### src/rtl/ide_pkg.sv
// Shared types and constants for the IDE 0x3F6 port arbiter.
package ide_pkg;

   typedef enum logic [1:0] {
      IDLE  = 2'd0,
      ISSUE = 2'd1,
      WAIT  = 2'd2,
      DONE  = 2'd3
   } state_t;

   typedef enum logic {
      REQ_A = 1'b0,
      REQ_B = 1'b1
   } req_id_t;

   localparam logic [2:0] IDE_3F6_OFFSET = 3'd6;
   localparam logic [7:0] DEFAULT_RDATA  = 8'hFF;

endpackage

### src/rtl/ide_3f6_arbiter_if.sv
// One requester channel into the 0x3F6 arbiter: read/write held until done, readdata valid with done.
interface ide_3f6_arbiter_if;

   logic [2:0] address;
   logic       read;
   logic       write;
   logic [7:0] writedata;
   logic [7:0] readdata;
   logic       done;

   modport master (
      output address, read, write, writedata,
      input  readdata, done
   );

   modport slave (
      input  address, read, write, writedata,
      output readdata, done
   );

endinterface

### src/rtl/ide_3f6_arbiter.sv
// Round-robin share of the IDE 0x3F6 port between A and B; done 2 cycles after grant (2+READ_LATENCY for port reads).
// Requesters hold read/write until done; a losing requester simply waits in IDLE.
module ide_3f6_arbiter
   import ide_pkg::*;
#(
   parameter int         READ_LATENCY = 1,
   parameter logic [2:0] PORT_OFFSET  = IDE_3F6_OFFSET
) (
   input  logic             clk,
   input  logic             rst_n,
   ide_3f6_arbiter_if.slave a,
   ide_3f6_arbiter_if.slave b,
   output logic             busy,
   output logic             ide_3f6_read,
   input  logic [7:0]       ide_3f6_readdata,
   output logic             ide_3f6_write,
   output logic [7:0]       ide_3f6_writedata
);

   state_t     state, state_nxt;
   req_id_t    gnt, gnt_nxt;
   req_id_t    last_grant, last_grant_nxt;
   logic       op_wr, op_wr_nxt;
   logic [2:0] addr, addr_nxt;
   logic [2:0] cnt, cnt_nxt;
   logic [7:0] wdata_sel;
   logic       a_req, b_req;
   logic       rd_stb_nxt, wr_stb_nxt, busy_nxt;
   logic       a_done_nxt, b_done_nxt;
   logic [7:0] ide_wdata_nxt, a_rdata_nxt, b_rdata_nxt;

   // A wins ties unless it was served last.
   function automatic req_id_t rr_pick(input logic a_pend, input logic b_pend, input req_id_t last);
      if (a_pend && b_pend) return (last == REQ_A) ? REQ_B : REQ_A;
      else if (b_pend)      return REQ_B;
      else                  return REQ_A;
   endfunction

   assign a_req = a.read | a.write;
   assign b_req = b.read | b.write;

   always_comb begin
      state_nxt      = state;
      gnt_nxt        = gnt;
      last_grant_nxt = last_grant;
      op_wr_nxt      = op_wr;
      addr_nxt       = addr;
      cnt_nxt        = cnt;
      wdata_sel      = 8'h00;
      rd_stb_nxt     = 1'b0;
      wr_stb_nxt     = 1'b0;
      a_done_nxt     = 1'b0;
      b_done_nxt     = 1'b0;
      ide_wdata_nxt  = ide_3f6_writedata;
      a_rdata_nxt    = a.readdata;
      b_rdata_nxt    = b.readdata;

      case (state)
         IDLE: begin
            if (a_req || b_req) begin
               gnt_nxt = rr_pick(a_req, b_req, last_grant);
               if (gnt_nxt == REQ_A) begin
                  op_wr_nxt = a.write;
                  addr_nxt  = a.address;
                  wdata_sel = a.writedata;
               end else begin
                  op_wr_nxt = b.write;
                  addr_nxt  = b.address;
                  wdata_sel = b.writedata;
               end
               // Strobes are registered, so they are decided here to land in ISSUE.
               if (addr_nxt == PORT_OFFSET) begin
                  if (op_wr_nxt) begin
                     wr_stb_nxt    = 1'b1;
                     ide_wdata_nxt = wdata_sel;
                  end else begin
                     rd_stb_nxt = 1'b1;
                  end
               end
               state_nxt = ISSUE;
            end
         end
         ISSUE: begin
            if (addr == PORT_OFFSET && !op_wr) begin
               cnt_nxt   = 3'(READ_LATENCY);
               state_nxt = WAIT;
            end else begin
               state_nxt = DONE;
               if (gnt == REQ_A) a_done_nxt = 1'b1;
               else              b_done_nxt = 1'b1;
               if (!op_wr) begin
                  if (gnt == REQ_A) a_rdata_nxt = DEFAULT_RDATA;
                  else              b_rdata_nxt = DEFAULT_RDATA;
               end
            end
         end
         WAIT: begin
            cnt_nxt = cnt - 3'd1;
            if (cnt == 3'd1) begin
               state_nxt = DONE;
               if (gnt == REQ_A) begin
                  a_done_nxt  = 1'b1;
                  a_rdata_nxt = ide_3f6_readdata;
               end else begin
                  b_done_nxt  = 1'b1;
                  b_rdata_nxt = ide_3f6_readdata;
               end
            end
         end
         DONE: begin
            last_grant_nxt = gnt;
            state_nxt      = IDLE;
         end
         default: state_nxt = IDLE;
      endcase

      busy_nxt = (state_nxt != IDLE);
   end

   always_ff @(posedge clk) begin
      if (!rst_n) begin
         state             <= IDLE;
         gnt               <= REQ_A;
         last_grant        <= REQ_B;
         op_wr             <= 1'b0;
         addr              <= 3'd0;
         cnt               <= 3'd0;
         busy              <= 1'b0;
         ide_3f6_read      <= 1'b0;
         ide_3f6_write     <= 1'b0;
         ide_3f6_writedata <= 8'h00;
         a.done            <= 1'b0;
         b.done            <= 1'b0;
         a.readdata        <= 8'h00;
         b.readdata        <= 8'h00;
      end else begin
         state             <= state_nxt;
         gnt               <= gnt_nxt;
         last_grant        <= last_grant_nxt;
         op_wr             <= op_wr_nxt;
         addr              <= addr_nxt;
         cnt               <= cnt_nxt;
         busy              <= busy_nxt;
         ide_3f6_read      <= rd_stb_nxt;
         ide_3f6_write     <= wr_stb_nxt;
         ide_3f6_writedata <= ide_wdata_nxt;
         a.done            <= a_done_nxt;
         b.done            <= b_done_nxt;
         a.readdata        <= a_rdata_nxt;
         b.readdata        <= b_rdata_nxt;
      end
   end

endmodule

### src/flat_wrapper.sv
// flat-port wrapper written by rule: the top's interface ports become plain ports
module ide_3f6_arbiter_flat import ide_pkg::*;
#(
   parameter int         READ_LATENCY = 1,
   parameter logic [2:0] PORT_OFFSET  = IDE_3F6_OFFSET
)
  (clk, rst_n, busy, ide_3f6_read, ide_3f6_readdata, ide_3f6_write, ide_3f6_writedata, a_address, a_read, a_write, a_writedata, a_readdata, a_done, b_address, b_read, b_write, b_writedata, b_readdata, b_done);
  ide_3f6_arbiter_if a_i ();
  ide_3f6_arbiter_if b_i ();
  input  logic clk;
  input  logic rst_n;
  output logic busy;
  output logic ide_3f6_read;
  input  logic [7:0] ide_3f6_readdata;
  output logic ide_3f6_write;
  output logic [7:0] ide_3f6_writedata;
  input wire logic [$bits(a_i.address)-1:0] a_address;
  input wire logic [$bits(a_i.read)-1:0] a_read;
  input wire logic [$bits(a_i.write)-1:0] a_write;
  input wire logic [$bits(a_i.writedata)-1:0] a_writedata;
  output wire logic [$bits(a_i.readdata)-1:0] a_readdata;
  output wire logic [$bits(a_i.done)-1:0] a_done;
  input wire logic [$bits(b_i.address)-1:0] b_address;
  input wire logic [$bits(b_i.read)-1:0] b_read;
  input wire logic [$bits(b_i.write)-1:0] b_write;
  input wire logic [$bits(b_i.writedata)-1:0] b_writedata;
  output wire logic [$bits(b_i.readdata)-1:0] b_readdata;
  output wire logic [$bits(b_i.done)-1:0] b_done;
  assign a_i.address = a_address;
  assign a_i.read = a_read;
  assign a_i.write = a_write;
  assign a_i.writedata = a_writedata;
  assign a_readdata = a_i.readdata;
  assign a_done = a_i.done;
  assign b_i.address = b_address;
  assign b_i.read = b_read;
  assign b_i.write = b_write;
  assign b_i.writedata = b_writedata;
  assign b_readdata = b_i.readdata;
  assign b_done = b_i.done;
  ide_3f6_arbiter #(.READ_LATENCY(READ_LATENCY), .PORT_OFFSET(PORT_OFFSET)) u_core (.clk(clk), .rst_n(rst_n), .a(a_i), .b(b_i), .busy(busy), .ide_3f6_read(ide_3f6_read), .ide_3f6_readdata(ide_3f6_readdata), .ide_3f6_write(ide_3f6_write), .ide_3f6_writedata(ide_3f6_writedata));
endmodule
### config.mk
export PLATFORM = sky130hd
export DESIGN_NAME = ide_3f6_arbiter_flat
export DESIGN_NICKNAME = d
export VERILOG_FILES = /design/src/rtl/ide_pkg.sv /design/src/rtl/ide_3f6_arbiter_if.sv /design/src/rtl/ide_3f6_arbiter.sv /design/src/flat_wrapper.sv
export SDC_FILE = /design/constraint.sdc
export NUM_CORES = 1
export LEC_CHECK = 0
export BUFFER_PORTS_ARGS = -buffer_cell sky130_fd_sc_hd__buf_2
export CAP_MARGIN = 10
export CORE_MARGIN = 2
export CORE_UTILIZATION = 47
export DETAILED_ROUTE_END_ITERATION = 8
export PLACE_DENSITY = 0.75
export REMOVE_ABC_BUFFERS = 1
export SYNTH_ARGS = -nofsm -noshare
export SYNTH_HDL_FRONTEND = slang
export SYNTH_SLANG_ARGS = --single-unit
### constraint.sdc
create_clock -name clk -period 2.1 [get_ports clk]
set_input_delay 0.105 -clock clk [delete_from_list [all_inputs] [get_ports clk]]
set_output_delay 0.105 -clock clk [all_outputs]
set_load 0.1 [all_outputs]
==> results.md <==
* Die X at 68.16 µm
* Worst-margin pin slew at 0.5705 ns
* Total GRT Usage at between 10% and 20%
* Final Hold Viols at 0
* Post-synth top area share at 41.40%
* Post-synth EDFFs at 0
* Top cells by area, synth: dfxtp_1 (41%), mux2i_1 (15%), a311oi_2 (6.2%)
* Number of synthesized register bits at 40
* Pleak at about 0.0012 µW
* Worst Path Required at 2.27 ns
* CP endpoint kind: register
* WL/cell at 12.59 µm
* Layout cells sized above 1 at a little under two fifths
* Final instance area at 2409 µm²
* Max VDD drop at 0.0004572 V
* Total wire length at 3864 µm
* CTS root buffer: clkbuf_8
* Post-DRT Antenna Nets at 0
* Clk_lat worst skew at around 0.28 ns
* Area delta synth->final at 24.51%
* PortBufs at between 60 and 70
* F_max at 524.9 MHz
* # nets final at 300
* Hold WS at 0.05521 ns
* Synth warnings at 0
* Total net switching power at 1804 µW
* Placer Congestion at 0.7879
* Number of global-route vias before repair at about 1400
* Post-Place Cell Area at 2272 µm²
* Via count at 1530
* First-pass GRT wire length at 6099 µm
* Final period utilization at 90.72%
* CP max FO at 8
* Status: finished, final reports clean
* Leading cell type in the layout, fill and taps excluded: buf_2
* ANT cells at 0
* I/O Pins at 65
* Power consumption at 3768 µW
* Seq/Total Area, Yosys at around 41%
* 1st-iter DRT viols at 52
* Clk sinks at 40
* Synth area leader: dfxtp_1
* Internal power at 1964 µW
* Inserted Clock Buffers at 5
* Async S/R FF share, synth at 0%
* Layout Skew at 0.008529 ns
* CP arrival at 2.07 ns
* CTS Buffer Depth at 2
* Distinct cells, synth at 41
* Sequential Power Share at between 20 and 30%
* Synthesized cell area at 1934 µm²
* Minimum clock period after layout at 1.905 ns
* DIE HEIGHT at a little under 70 µm
* Min-delay worst type: in -> reg
* Full die area at 4645 µm²
* CTS resizes at 0
* Worst slew margin at roughly 62%
* Starting density of the core at between 40% and 50%
* Core area at 3971 µm²
* Vias/cell at between 4 and 5
* Max-slew violation count at 0
* Avg Synthesized Cell Area at between 10 and 15 µm²
* Clock slew at reported path FFs at 0.08 ns
* Fin Setup TNS at 0 ns
* Max Cap Violations at 0
* Clock network fraction of total power at 19.2%
* Type of origin of the critical path: register
* Crit Path Class: reg -> reg
* Initial antenna violation count at 0
* Sw Ratio at 47.87%
* Largest net degree at the start of global routing at 20
* Gr ovfl total at 0
* Comb pwr share at a little over half
* RSZ-0062 raised after global routing: false
* CTS tree: yes
* Most frequent cells in the layout: buf_2 (64), dfxtp_1 (40), mux2i_1 (29)
* Top_reg_cell synth: dfxtp_1
* Mapped Cells at 188
* # DRC at 0
* Drt pass-1 iters at 4
* Pwr dens at about 1600 nW/µm²
* # setup viols final at 0
* # rows at 23
* HPWL Detailed at 2904 µm
* H-tree depth at 2
[what timing repair did]
action	4_1_cts	5_1_grt
hold buffers	0	0
buffers inserted	0	1
setup endpoints to repair	0	8
[per-stage QoR]
step / util, % / setup slack (ns) / std cells
final: 60.65 / 0.1949 / 307
after global routing: 60.65 / 0.01364 / 307
after CTS: 60.46 / 0.1455 / 306
after detailed placement: 57.21 / 0.1572 / 299
after global placement: 57.21 / 0.2811 / 299
after floorplan: - / 0.07798 / 178
[final cells by class]
class	count	area (µm²)
Clock inverter	2	60.06
Clock buffer	5	68.82
Multi-Input combinational cell	129	1002
Timing Repair Buffer	72	380.4
Fill cell	364	1563
Tap cell	50	62.56
Sequential cell	40	800.8
Inverter	9	33.78
[cell families (layout without fill, tap and decap cells)]
family          Yosys count  count (layout)  share of synthesized area (%)
fa+ha+maj                 7               7                          4.528
compound gates           34              34                          15.14
flops                    40              40                          41.40
xor+xnor                  1               1                         0.4529
buf+inv                  19              88                          6.791
simple gates             57              57                          16.11
mux                      30              30                          15.59
[routing by layer]
layer	GRT usage, %	share of wire [%]	up-vias
li1	-	-	797
met4	6.000	0.57	0
met2	29.37	46	52
met1	21.42	46	679
met5	0	0	-
met3	5.921	7.3	2
[cell usage after synthesis (all sizes together), types with 4 or more instances]
| cell | n |
|---|---|
| a211oi | 4 |
| a21oi | 12 |
| a311oi | 9 |
| buf | 6 |
| clkbuf | 4 |
| dfxtp | 40 |
| ha | 7 |
| inv | 9 |
| mux2i | 29 |
| nand2 | 6 |
| nand2b | 10 |
| nor2 | 23 |
[critical path: stages (launching register included)]
cell and delay [ns]:
dfxtp_1 0.34, inv_1 0.12, ha_1 0.34, nor2_1 0.11, a211oi_1 0.33, nand3b_1 0.12, buf_4 0.20, mux2i_1 0.18
nor2_1 0.05
[state kept, by name, summed over array words and instances (netlist names)]
signal,flops
u_core.gnt,1
u_core.busy,1
u_core.a.readdata,8
u_core.state,2
u_core.op_wr,1
u_core.ide_3f6_read,1
u_core.b.readdata,8
u_core.ide_3f6_writedata,8
u_core.b.done,1
u_core.ide_3f6_write,1
u_core.a.done,1
u_core.addr,3
u_core.cnt,3
u_core.last_grant,1
[path summary, 6_finish.rpt]
check,from,end,slack (ns),cells after the start
worst max register to register,u_core.state[0]$_SDFF_PN0_,u_core.a.readdata[7]$_SDFFE_PN0P_,0.19,8
worst min register to register,u_core.b.readdata[7]$_SDFFE_PN0P_,u_core.b.readdata[7]$_SDFFE_PN0P_,0.49,2
worst min-delay path,rst_n,u_core.last_grant$_SDFFE_PN1N_,0.06,2
worst max-delay path,u_core.state[0]$_SDFF_PN0_,u_core.a.readdata[7]$_SDFFE_PN0P_,0.19,8
[power by group through the flow]
| stage | Sequential, µW | Combinational, µW | Clock (µW) |
|---|---|---|---|
| 2_1_floorplan | 1960 | 727 | 0 |
| 3_3_place_gp | 1080 | 1950 | 0 |
| 3_5_place_dp | 1080 | 1980 | 0 |
| 4_1_cts | 1070 | 1990 | 738 |
| 5_1_grt | 1090 | 2110 | 770 |
| 6_report | 1070 | 1980 | 724 |
Power figures use the tool's default switching activity.
